`src/rtl/fetch_decode_ctrl.sv`:
```
// Sequencer for the single-cycle MIPS core: fetches over req/ack, decodes the
// instruction into the core's control word and commits the next PC after execute.
module fetch_decode_ctrl #(
  parameter logic [31:0] RESET_PC    = 32'h0000_0000,
  parameter int          EXEC_CYCLES = 1
) (
  input  logic        clk,
  input  logic        rst_n,
  output logic        imem_req,
  output logic [31:0] imem_addr,
  input  logic        imem_ack,
  input  logic [31:0] imem_data,
  input  logic [31:0] pc_res,
  input  logic        pc_sel,
  output logic [31:0] pc,
  output logic [4:0]  rs,
  output logic [4:0]  rt,
  output logic [4:0]  rd,
  output logic [15:0] imm,
  output logic [25:0] addr,
  output logic [1:0]  pc_next,
  output logic [1:0]  reg_dst,
  output logic [1:0]  reg_in,
  output logic        alu_src,
  output logic        reg_we,
  output logic        mem_we,
  output logic        beq,
  output logic        bne,
  output logic [1:0]  alu_ctrl,
  output logic        illegal,
  output logic [31:0] retired
);

  typedef enum logic [2:0] {S_FETCH, S_WAIT, S_DECODE, S_EXEC, S_HALT} state_t;

  typedef struct packed {
    logic [1:0] pc_next;
    logic [1:0] reg_dst;
    logic [1:0] reg_in;
    logic       alu_src;
    logic       reg_we;
    logic       mem_we;
    logic       beq;
    logic       bne;
    logic [1:0] alu_ctrl;
  } ctrl_t;

  state_t      state_q, state_d;
  logic [31:0] ir;
  logic [3:0]  cnt;
  ctrl_t       dec, cw_q, cw_o;
  logic        dec_ok;
  logic        last;

  always_comb begin
    dec    = '0;
    dec_ok = 1'b1;
    case (ir[31:26])
      6'h00: case (ir[5:0])
        6'h20: begin dec.reg_dst = 2'b01; dec.alu_src = 1'b1; dec.reg_we = 1'b1; end
        6'h22: begin dec.reg_dst = 2'b01; dec.alu_src = 1'b1; dec.reg_we = 1'b1; dec.alu_ctrl = 2'b01; end
        6'h2A: begin dec.reg_dst = 2'b01; dec.alu_src = 1'b1; dec.reg_we = 1'b1; dec.alu_ctrl = 2'b11; end
        6'h08: dec.pc_next = 2'b10;
        default: dec_ok = 1'b0;
      endcase
      6'h08: dec.reg_we = 1'b1;
      6'h0E: begin dec.reg_we = 1'b1; dec.alu_ctrl = 2'b10; end
      6'h23: begin dec.reg_we = 1'b1; dec.reg_in = 2'b01; end
      6'h2B: dec.mem_we = 1'b1;
      6'h04: begin dec.beq = 1'b1; dec.alu_src = 1'b1; dec.alu_ctrl = 2'b01; end
      6'h05: begin dec.bne = 1'b1; dec.alu_src = 1'b1; dec.alu_ctrl = 2'b01; end
      6'h02: dec.pc_next = 2'b01;
      6'h03: begin dec.pc_next = 2'b01; dec.reg_dst = 2'b10; dec.reg_in = 2'b10; dec.reg_we = 1'b1; end
      default: dec_ok = 1'b0;
    endcase
  end

  assign last = (cnt == 4'd0);

  always_comb begin
    state_d = state_q;
    case (state_q)
      S_FETCH:  state_d = (pc[1:0] != 2'b00) ? S_HALT : S_WAIT;
      S_WAIT:   if (imem_ack) state_d = S_DECODE;
      S_DECODE: state_d = dec_ok ? S_EXEC : S_HALT;
      S_EXEC:   if (last) state_d = S_FETCH;
      default:  state_d = S_HALT;
    endcase
  end

  always_ff @(posedge clk or negedge rst_n) begin
    if (!rst_n) begin
      state_q <= S_FETCH;
      pc      <= RESET_PC;
      ir      <= '0;
      cnt     <= '0;
      cw_q    <= '0;
      retired <= '0;
    end else begin
      state_q <= state_d;
      case (state_q)
        S_WAIT:   if (imem_ack) ir <= imem_data;
        S_DECODE: begin
          cw_q <= dec;
          cnt  <= 4'(EXEC_CYCLES - 1);
        end
        S_EXEC: begin
          if (last) begin
            pc      <= pc_sel ? pc_res : pc + 32'd4;
            retired <= retired + 32'd1;
          end else begin
            cnt <= cnt - 4'd1;
          end
        end
        default: ;
      endcase
    end
  end

  // Control word is only visible in EXEC; write enables fire on the last cycle only.
  assign cw_o      = (state_q == S_EXEC) ? cw_q : '0;
  assign pc_next   = cw_o.pc_next;
  assign reg_dst   = cw_o.reg_dst;
  assign reg_in    = cw_o.reg_in;
  assign alu_src   = cw_o.alu_src;
  assign reg_we    = cw_o.reg_we & last;
  assign mem_we    = cw_o.mem_we & last;
  assign beq       = cw_o.beq;
  assign bne       = cw_o.bne;
  assign alu_ctrl  = cw_o.alu_ctrl;

  assign imem_req  = (state_q == S_WAIT);
  assign imem_addr = pc;
  assign illegal   = (state_q == S_HALT);

  assign rs   = ir[25:21];
  assign rt   = ir[20:16];
  assign rd   = ir[15:11];
  assign imm  = ir[15:0];
  assign addr = ir[25:0];

endmodule

```
`config.mk`:
```
export PLATFORM = sky130hd
export DESIGN_NAME = fetch_decode_ctrl
export DESIGN_NICKNAME = d
export VERILOG_FILES = /design/src/rtl/fetch_decode_ctrl.sv
export SDC_FILE = /design/constraint.sdc
export NUM_CORES = 1
export LEC_CHECK = 0
export BUFFER_PORTS_ARGS = -buffer_cell sky130_fd_sc_hd__buf_2
export CAP_MARGIN = 5
export CORE_MARGIN = 3
export CORE_UTILIZATION = 35
export DETAILED_ROUTE_END_ITERATION = 16
export PLACE_DENSITY_LB_ADDON = 0.3
export SYNTH_ARGS = -nofsm -noshare
export SYNTH_HDL_FRONTEND = slang
export SYNTH_SLANG_ARGS = --single-unit
```
`constraint.sdc`:
```
create_clock -name clk -period 2.3 [get_ports clk]
set_input_delay 0.23 -clock clk [delete_from_list [all_inputs] [get_ports clk]]
set_output_delay 0.23 -clock clk [all_outputs]
set_load 0.005 [all_outputs]
```
* After elaboration in Yosys (flattened, before gate mapping)
Index checks and enable logic that the tools add are counted.
** Storage, ports and cells
- Register bits :: 116
- Input port bits :: 68
- Output and inout port bits :: 168
- Word-level logic and storage cells :: 77
** Operators by class
- Add/sub/neg operators :: 3
- Equal/unequal tests :: 19
- Muxes and demuxes :: 24
- Bitwise logic cells :: 2
- Reduce and logical (&&, ||, !) cells :: 15
** Operator list (count)
- 32-bit by 1-bit adder with 32-bit output, second input constant :: 1
- 32-bit by 3-bit adder with 32-bit output, second input constant :: 1
- 32-bit two-way mux :: 1
- 6-bit == test, second input constant :: 5
- 6-bit by 4-bit == test with 1-bit output, second input constant :: 3
- 2-bit case mux with 2 select lines :: 4
- 13-bit two-way mux :: 1
- 6-bit by 2-bit == test with 1-bit output, second input constant :: 2
- 6-bit by 3-bit == test with 1-bit output, second input constant :: 2
- 3-bit two-way mux :: 4
- 3-bit case mux with 4 select lines :: 1
- 4-bit case mux with 2 select lines :: 1
- 2-bit AND reduction :: 4
- 4-bit OR reduction :: 2
- 8-bit OR reduction :: 1
- 3-bit by 2-bit == test with 1-bit output, second input constant :: 2
- 6-bit logical NOT :: 1
- 1-bit case mux with 2 select lines :: 3
- 2-bit case mux with 3 select lines :: 1
- 1-bit two-way mux :: 5
- 4-bit logical NOT :: 1
- 2-bit two-way mux :: 2
- 4-bit two-way mux :: 1
- 2-bit != test, second input constant :: 2
- 9 further kinds :: 12

* Depth between registers and ports, before layout
Gate-level depths: netlist (run 1).
- Depth after elaboration :: 6
- Mapped depth :: 8
- Depth with buffers taken out :: 7

* Least setup slack after synthesis (run 1)
Ideal clock, no wire load.
- Path type :: reg-to-reg
- Start :: register cnt[0]
- End :: register retired[16]
- Setup time :: 124 ps
- Data arrival time :: 2003 ps
- Required time :: 2176 ps
- Path slack :: 173 ps
- Cell stages (with the launch flop) :: 8
- Path buffers :: 0
- Period minus slack after synthesis :: 2127 ps
- Cells stage by stage :: dfrtp_1 inv_1 ha_1 or3b_4 or3_4 nor4_4 nand3_1 xnor2_1
** Between the ends
- Longest elaborated chain between the ends :: 2
** RTL lines
- start, declared :: line 50 : logic [3:0] cnt;
- start signal, assigned :: line 105 : cnt <= 4'(EXEC_CYCLES - 1);
- start signal, assigned :: line 112 : cnt <= cnt - 4'd1;
- 4-bit logical NOT :: line 78 : assign last = (cnt == 4'd0);
- 2-bit AND reduction (no line)
- end signal, assigned :: line 110 : retired <= retired + 32'd1;
- end, declared :: line 31 : output logic [31:0] retired
No other way between the ends.
A chain may end at the register's enable or synchronous reset.

* Worst setup path in the final report (run 1)
- Start :: register cnt[0]
- End :: register retired[26]
The elaborated chain is that of the path after synthesis.

==> results of run 1 <==
## worst max-delay path: cells and delay by family, from the launching register on
family / cells / cell delay (ns)
xor gates and xnor gates: 1 / 0.14
adders and majority gates: 1 / 0.15
buffers and inverters: 1 / 0.09
DFF: 1 / 0.40
and+or+nand+nor: 4 / 1.23
## placed cells by master, fill, tap and decap left out, types with 6 or more instances in the layout
cell type                   Yosys  layout
sky130_fd_sc_hd__xnor2_1       22      22
sky130_fd_sc_hd__buf_4         89      21
sky130_fd_sc_hd__nor3_1        11      10
sky130_fd_sc_hd__and3_1        20      20
sky130_fd_sc_hd__nand3_1       38      38
sky130_fd_sc_hd__and2_1        13      13
sky130_fd_sc_hd__nand2_1       51      51
sky130_fd_sc_hd__o22ai_1        7       7
sky130_fd_sc_hd__xor2_1        12      12
sky130_fd_sc_hd__a2bb2oi_1      7       7
sky130_fd_sc_hd__o21ai_0       36      36
sky130_fd_sc_hd__nor2_1        27      27
sky130_fd_sc_hd__nand2b_1       6       6
sky130_fd_sc_hd__dfrtp_1      116     116
sky130_fd_sc_hd__inv_1          7       7
sky130_fd_sc_hd__buf_2          3     234
sky130_fd_sc_hd__or3_1          8       8
sky130_fd_sc_hd__clkbuf_8       0       6
sky130_fd_sc_hd__nand4_1       14      14
sky130_fd_sc_hd__a21oi_1       46      46
sky130_fd_sc_hd__clkbuf_16      0      17
sky130_fd_sc_hd__mux2_2        32      32
## area by class of cell
type | count | area [sq um] | area share
well taps | 225 | 282 | 0.0359
clock buffers | 24 | 512 | 0.0653
inverters | 8 | 30.0 | 0.00383
flip-flops and latches | 116 | 2900 | 0.370
multi-input cells | 411 | 2660 | 0.339
repair buffers | 258 | 1380 | 0.176
clock inverters | 8 | 72.6 | 0.00926
## metal layers
metal  vias to the layer above  wire (microns)  global-route usage
li1                       2554               -                   -
met4                         0             254              0.0530
met5                         -               0                   0
met1                      2489            7020               0.208
met2                       165            7730               0.263
met3                        21             885              0.0404
## flip-flops by register name (all words and copies together), names as in the netlist
register   count
ir            32
imem_addr     32
state_q        3
cnt            4
cw_q          13
retired       32
## power breakdown
group	internal [mW]	switching (mW)	leakage (nW)	total [mW]
sequential	2.14	0.126	1.51	2.27
clock	1.65	0.940	0.284	2.59
combinational	0.278	0.260	2.21	0.538
total	4.07	1.33	4.00	5.40
## kinds of logic (layout without fill, tap and decap cells)
group,Yosys count,count (layout),synth area share
xor gates and xnor gates,34,34,0.0467
buffers and inverters,127,298,0.128
AOI/OAI and AO/OA,121,121,0.112
muxes,34,34,0.0597
DFF,116,116,0.456
and+or+nand+nor,218,218,0.190
adders and majority gates,4,4,0.00786
## path summary, 6_finish.rpt
| path | startpoint | to | slack [ns] | cells after the start |
|---|---|---|---|---|
| max in group asynchronous | rst_n | imem_addr[25] | 1.34 | 3 |
| hold reg to reg | cw_q[8] | cw_q[8] | 0.46 | 2 |
| setup reg to reg | cnt[0] | retired[26] | 0.18 | 7 |
| hold / removal | imem_data[29] | ir[29] | 0.03 | 3 |
| min in group asynchronous | rst_n | ir[20] | 0.43 | 3 |
| setup / recovery | cnt[0] | retired[26] | 0.18 | 7 |
## through the flow
step | util | total power [mW]
floorplan | - | 2.69
global placement | 0.413 | 2.84
CTS | 0.447 | 5.48
detailed placement | 0.413 | 2.85
finish | 0.447 | 5.40
global route | 0.447 | 5.66
## what timing repair did
action	CTS	global route
setup endpoints to repair	0	4
endpoints found under the hold margin	116	0
hold buffers	1	0
==> results.sh, run 1 <==
export IMPL_status="finished clean"
export IMPL_design_die_area_sq_um=19900
export IMPL_synth_top_cells_by_area="sky130_fd_sc_hd__dfrtp_1, sky130_fd_sc_hd__buf_4, sky130_fd_sc_hd__mux2_2"
export IMPL_root_buffer="sky130_fd_sc_hd__clkbuf_16"
export IMPL_synth_seq_cells=116
export IMPL_synth_enable_flop_cells=0
export IMPL_vias_per_cell=4.98
export IMPL_layout_min_cycle_time_ns=2.12
export IMPL_fmax_mhz=472
export IMPL_vias=5229
export IMPL_fin_skew_ns=0.0119
export IMPL_synthesis_yosys_warnings=0
export IMPL_cp_arrival_ns=2.41
export IMPL_ctsHtreeMaxLevel=4
export IMPL_total_leakage_power_nw=4.00
export IMPL_design_area_sq_um=7840
export IMPL_die_width_microns=141
export IMPL_dp_slack_ns=0.0757
export IMPL_setup_fix_bufs_post_cts=0
export IMPL_placed_cells=1017
export IMPL_synth_top_area_frac=0.456
export IMPL_tritoncts="done"
export IMPL_floorplan_io_pins=236
export IMPL_portBuffers=235
export IMPL_detail_route_wl_per_cell_microns=15.1
export IMPL_netlist_area_sq_um=6370
export IMPL_final_min_period_over_clock_period=0.921
export IMPL_layout_setup_ws_ns=0.182
export IMPL_clk_transition_reported_paths_ns=0.06
export IMPL_hold_slack_ns=0.0343
export IMPL_core_rowCount=48
export IMPL_final_antenna_net_count=0
export IMPL_synth_top_cells_by_count="sky130_fd_sc_hd__dfrtp_1, sky130_fd_sc_hd__buf_4, sky130_fd_sc_hd__nand2_1, sky130_fd_sc_hd__a21oi_1, sky130_fd_sc_hd__nand3_1"
export IMPL_cts_buffer_depth=2
export IMPL_routed_wl_microns=15900
export IMPL_antenna_found_initial=0
export IMPL_postSynthCellCount=654
export IMPL_drive_gt1_frac=0.402
export IMPL_finalMaxSlewViolations=0
export IMPL_syn_to_final_growth_pct=23.0
export IMPL_synth_cell_type_count=51
export IMPL_fill_cells=1752
export IMPL_cell_by_cell_trace_of_the_critical_path="inv_1, ha_1, or3b_4, or3_4, nor2_1, nand3_1, xnor2_1"
export IMPL_tightestPinTransition_ns=0.657
export IMPL_p_per_area_nw_per_um2=689
export IMPL_cap_violations=0
export IMPL_core_area_sq_um=17500
export IMPL_timing_hold_worst_class="in -> reg"
export IMPL_first_global_vias=5083
export IMPL_gpl_congestion=0.805
export IMPL_most_used_flip_flop_cell_after_synthesis="sky130_fd_sc_hd__dfrtp_1"
export IMPL_post_layout_cell_count=1050
export IMPL_hpwl_microns=11300
export IMPL_start_util=0.363
export IMPL_final_nets=884
export IMPL_end_kind="register"
export IMPL_die_outline_height_microns=141
export IMPL_unrepaired_setup_endpoints_after_global_routing="false"
export IMPL_first_pass_grt_wire_length_microns=25800
export IMPL_dpl_instance_area_sq_um=7240
export IMPL_critical_path_max_stage_delay_ns=0.40
export IMPL_criticalPathCategory="reg -> reg"
export IMPL_drt_first_iter_violations=207
export IMPL_global_route_overflow_total=0
export IMPL_grt_usage=0.160
export IMPL_yosysMostFrequentCell="sky130_fd_sc_hd__dfrtp_1"
export IMPL_inserted_clock_buffers=17
export IMPL_synth_largest_area_cell="sky130_fd_sc_hd__dfrtp_1"
export IMPL_drc=0
export IMPL_clkSinkCount=116
export IMPL_cts_resized=0
export IMPL_fin_tns_setup_ns=0
export IMPL_synth_fp_nets=726
export IMPL_antenna_cells=0
export IMPL_grt_start_max_net_pins=117
export IMPL_vdd_ir_drop_worst_uv=489
export IMPL_start_kind="register"
export IMPL_critical_path_peak_fanout=5
export IMPL_critical_path_required_ns=2.59
export IMPL_insertion_delay_ns=0.41
export IMPL_post_synthesis_async_set_or_reset_flop_share=1.00
export IMPL_hold_violations=0
export IMPL_crit_slowest_cell="sky130_fd_sc_hd__dfrtp_1"
export IMPL_syn_avg_cell_area_sq_um=9.74
export IMPL_slew_headroom=0.562
export IMPL_synth_sequential_area_ratio=0.456
export IMPL_setup_violations_final=0
export IMPL_detailedRoute_firstPassIterationCount=4
(Power assumes the default switching activity.)
==> run 2, diff against run 1 <==
--- a/config.mk
+++ b/config.mk
@@ -11,6 +11,7 @@
 export CORE_UTILIZATION = 35
 export DETAILED_ROUTE_END_ITERATION = 16
 export PLACE_DENSITY_LB_ADDON = 0.3
+export RECOVER_POWER = 25
 export SYNTH_ARGS = -nofsm -noshare
 export SYNTH_HDL_FRONTEND = slang
 export SYNTH_SLANG_ARGS = --single-unit
==> results.sh, run 2 (same netlist as run 1, synthesis figures left out) <==
export IMPL_core_area_sq_um=17500
export IMPL_drive_gt1_frac=0.402
export IMPL_layout_setup_ws_ns=0.184
export IMPL_grt_start_max_net_pins=117
export IMPL_tightestPinTransition_ns=1.64
export IMPL_root_buffer="sky130_fd_sc_hd__clkbuf_16"
export IMPL_layout_common_cells="sky130_fd_sc_hd__buf_2, sky130_fd_sc_hd__dfrtp_1, sky130_fd_sc_hd__nand2_1"
export IMPL_first_global_vias=5083
export IMPL_vias=5228
export IMPL_critical_path_max_stage_delay_ns=0.40
export IMPL_fin_skew_ns=0.0115
export IMPL_reg2regPathDepth=7
export IMPL_critical_path_peak_fanout=5
export IMPL_die_outline_height_microns=141
export IMPL_layout_min_cycle_time_ns=2.12
export IMPL_timing_hold_worst_class="in -> reg"
export IMPL_floorplan_io_pins=236
export IMPL_routed_wl_microns=15900
export IMPL_p_per_area_nw_per_um2=689
export IMPL_post_layout_total_power_mw=5.39
export IMPL_vdd_ir_drop_worst_uv=490
export IMPL_vias_per_cell=4.98
export IMPL_final_core_utilization=0.446
export IMPL_setup_violations_final=0
export IMPL_insertion_delay_ns=0.41
export IMPL_placed_cells=1017
export IMPL_hpwl_microns=11300
export IMPL_mostFrequentLayoutCell="sky130_fd_sc_hd__buf_2"
export IMPL_finalMaxSlewViolations=117
export IMPL_tritoncts="done"
export IMPL_fmax_mhz=473
export IMPL_design_area_sq_um=7820
export IMPL_post_layout_cell_count=1050
export IMPL_crit_slowest_cell="sky130_fd_sc_hd__dfrtp_1"
export IMPL_hold_start="imem_data[29]"
export IMPL_start_kind="register"
export IMPL_final_nets=884
export IMPL_critical_path_required_ns=2.59
export IMPL_design_die_area_sq_um=19900
export IMPL_start_util=0.363
export IMPL_antenna_found_initial=0
export IMPL_end_kind="register"
export IMPL_die_width_microns=141
export IMPL_core_rowCount=48
export IMPL_clkSinkCount=116
export IMPL_total_leakage_power_nw=3.99
export IMPL_status="finished with violations"
export IMPL_antenna_cells=0
export IMPL_cap_violations=1
export IMPL_grt_usage=0.160
export IMPL_cts_resized=0
export IMPL_global_route_overflow_total=0
export IMPL_reg2reg_from="cnt[0]"
export IMPL_cell_by_cell_trace_of_the_critical_path="inv_1, ha_1, or3b_4, or3_4, nor2_1, nand3_1, xnor2_1"
export IMPL_failing_checks="capacitance limit, slew limit"
export IMPL_first_pass_grt_wire_length_microns=25800
export IMPL_detailedRoute_firstPassIterationCount=4
export IMPL_inserted_clock_buffers=17
export IMPL_cts_buffer_depth=2
export IMPL_worst_path_dominant_cell_family="simple AND/OR/NAND/NOR gates"
export IMPL_hold_slack_ns=0.0363
export IMPL_min_delay_path_depth=3
export IMPL_drt_first_iter_violations=215
export IMPL_cp_arrival_ns=2.41
export IMPL_portBuffers=235
export IMPL_clk_transition_reported_paths_ns=0.06
export IMPL_fin_tns_setup_ns=0
export IMPL_slew_headroom=-0.0932
export IMPL_hold_violations=0
export IMPL_final_antenna_net_count=0
export IMPL_r2r_end="retired[26]"
export IMPL_timing_critical_path_buf_inv=1
export IMPL_final_min_period_over_clock_period=0.920
export IMPL_cp_startpoint="cnt[0]"
export IMPL_unrepaired_setup_endpoints_after_global_routing="false"
export IMPL_ctsHtreeMaxLevel=4
export IMPL_ff2ff_setup_slack_ns=0.18
export IMPL_drc=0
export IMPL_dpl_instance_area_sq_um=7240
export IMPL_syn_to_final_growth_pct=22.8
export IMPL_gpl_congestion=0.805
export IMPL_dp_slack_ns=0.0757
export IMPL_fill_cells=1753
export IMPL_hold_end="ir[29]"
export IMPL_criticalPathCategory="reg -> reg"
export IMPL_detail_route_wl_per_cell_microns=15.2
-- run 2: layout make-up --
type | count | area [sq um] | area share
sequential | 116 | 2900 | 0.371
multi-input combinational | 411 | 2660 | 0.340
timing repair buffer | 258 | 1370 | 0.175
clock buffer | 24 | 512 | 0.0654
tap | 225 | 282 | 0.0360
clock inverter | 8 | 72.6 | 0.00928
inverter | 8 | 30.0 | 0.00384
-- run 2: worst max-delay path by stage --
stage,slack (ns),to,cells after the start
global route,0.02,retired[21],8
global placement,0.11,retired[18],7
detailed placement,0.08,retired[18],7
CTS,0.04,retired[18],7
floorplan,0.17,retired[16],7
finish,0.18,retired[26],7
-- run 2: timing repair --
item	CTS	global route
setup buffers	0	0
endpoints found under the hold margin	116	0
endpoints found under the setup margin	0	4
hold buffers	1	0
-- run 2: tightest hold or removal path, stage by stage --
cell                      delay, ns
sky130_fd_sc_hd__buf_2         0.08
sky130_fd_sc_hd__nand2_1       0.04
sky130_fd_sc_hd__o21ai_0       0.06
-- run 2: where the power goes --
part | switching, mW | internal [mW] | leakage (nW) | total (mW)
registers | 0.126 | 2.14 | 1.51 | 2.27
clock network | 0.937 | 1.65 | 0.284 | 2.59
logic | 0.259 | 0.276 | 2.20 | 0.535
-- run 2: layer usage --
metal  part of all wire  track usage  vias to the layer above
met5                  0            0                        -
met2               0.49        0.263                      151
met4              0.016       0.0530                        0
met3              0.052       0.0404                       21
met1               0.44        0.208                     2499
li1                   -            -                     2557
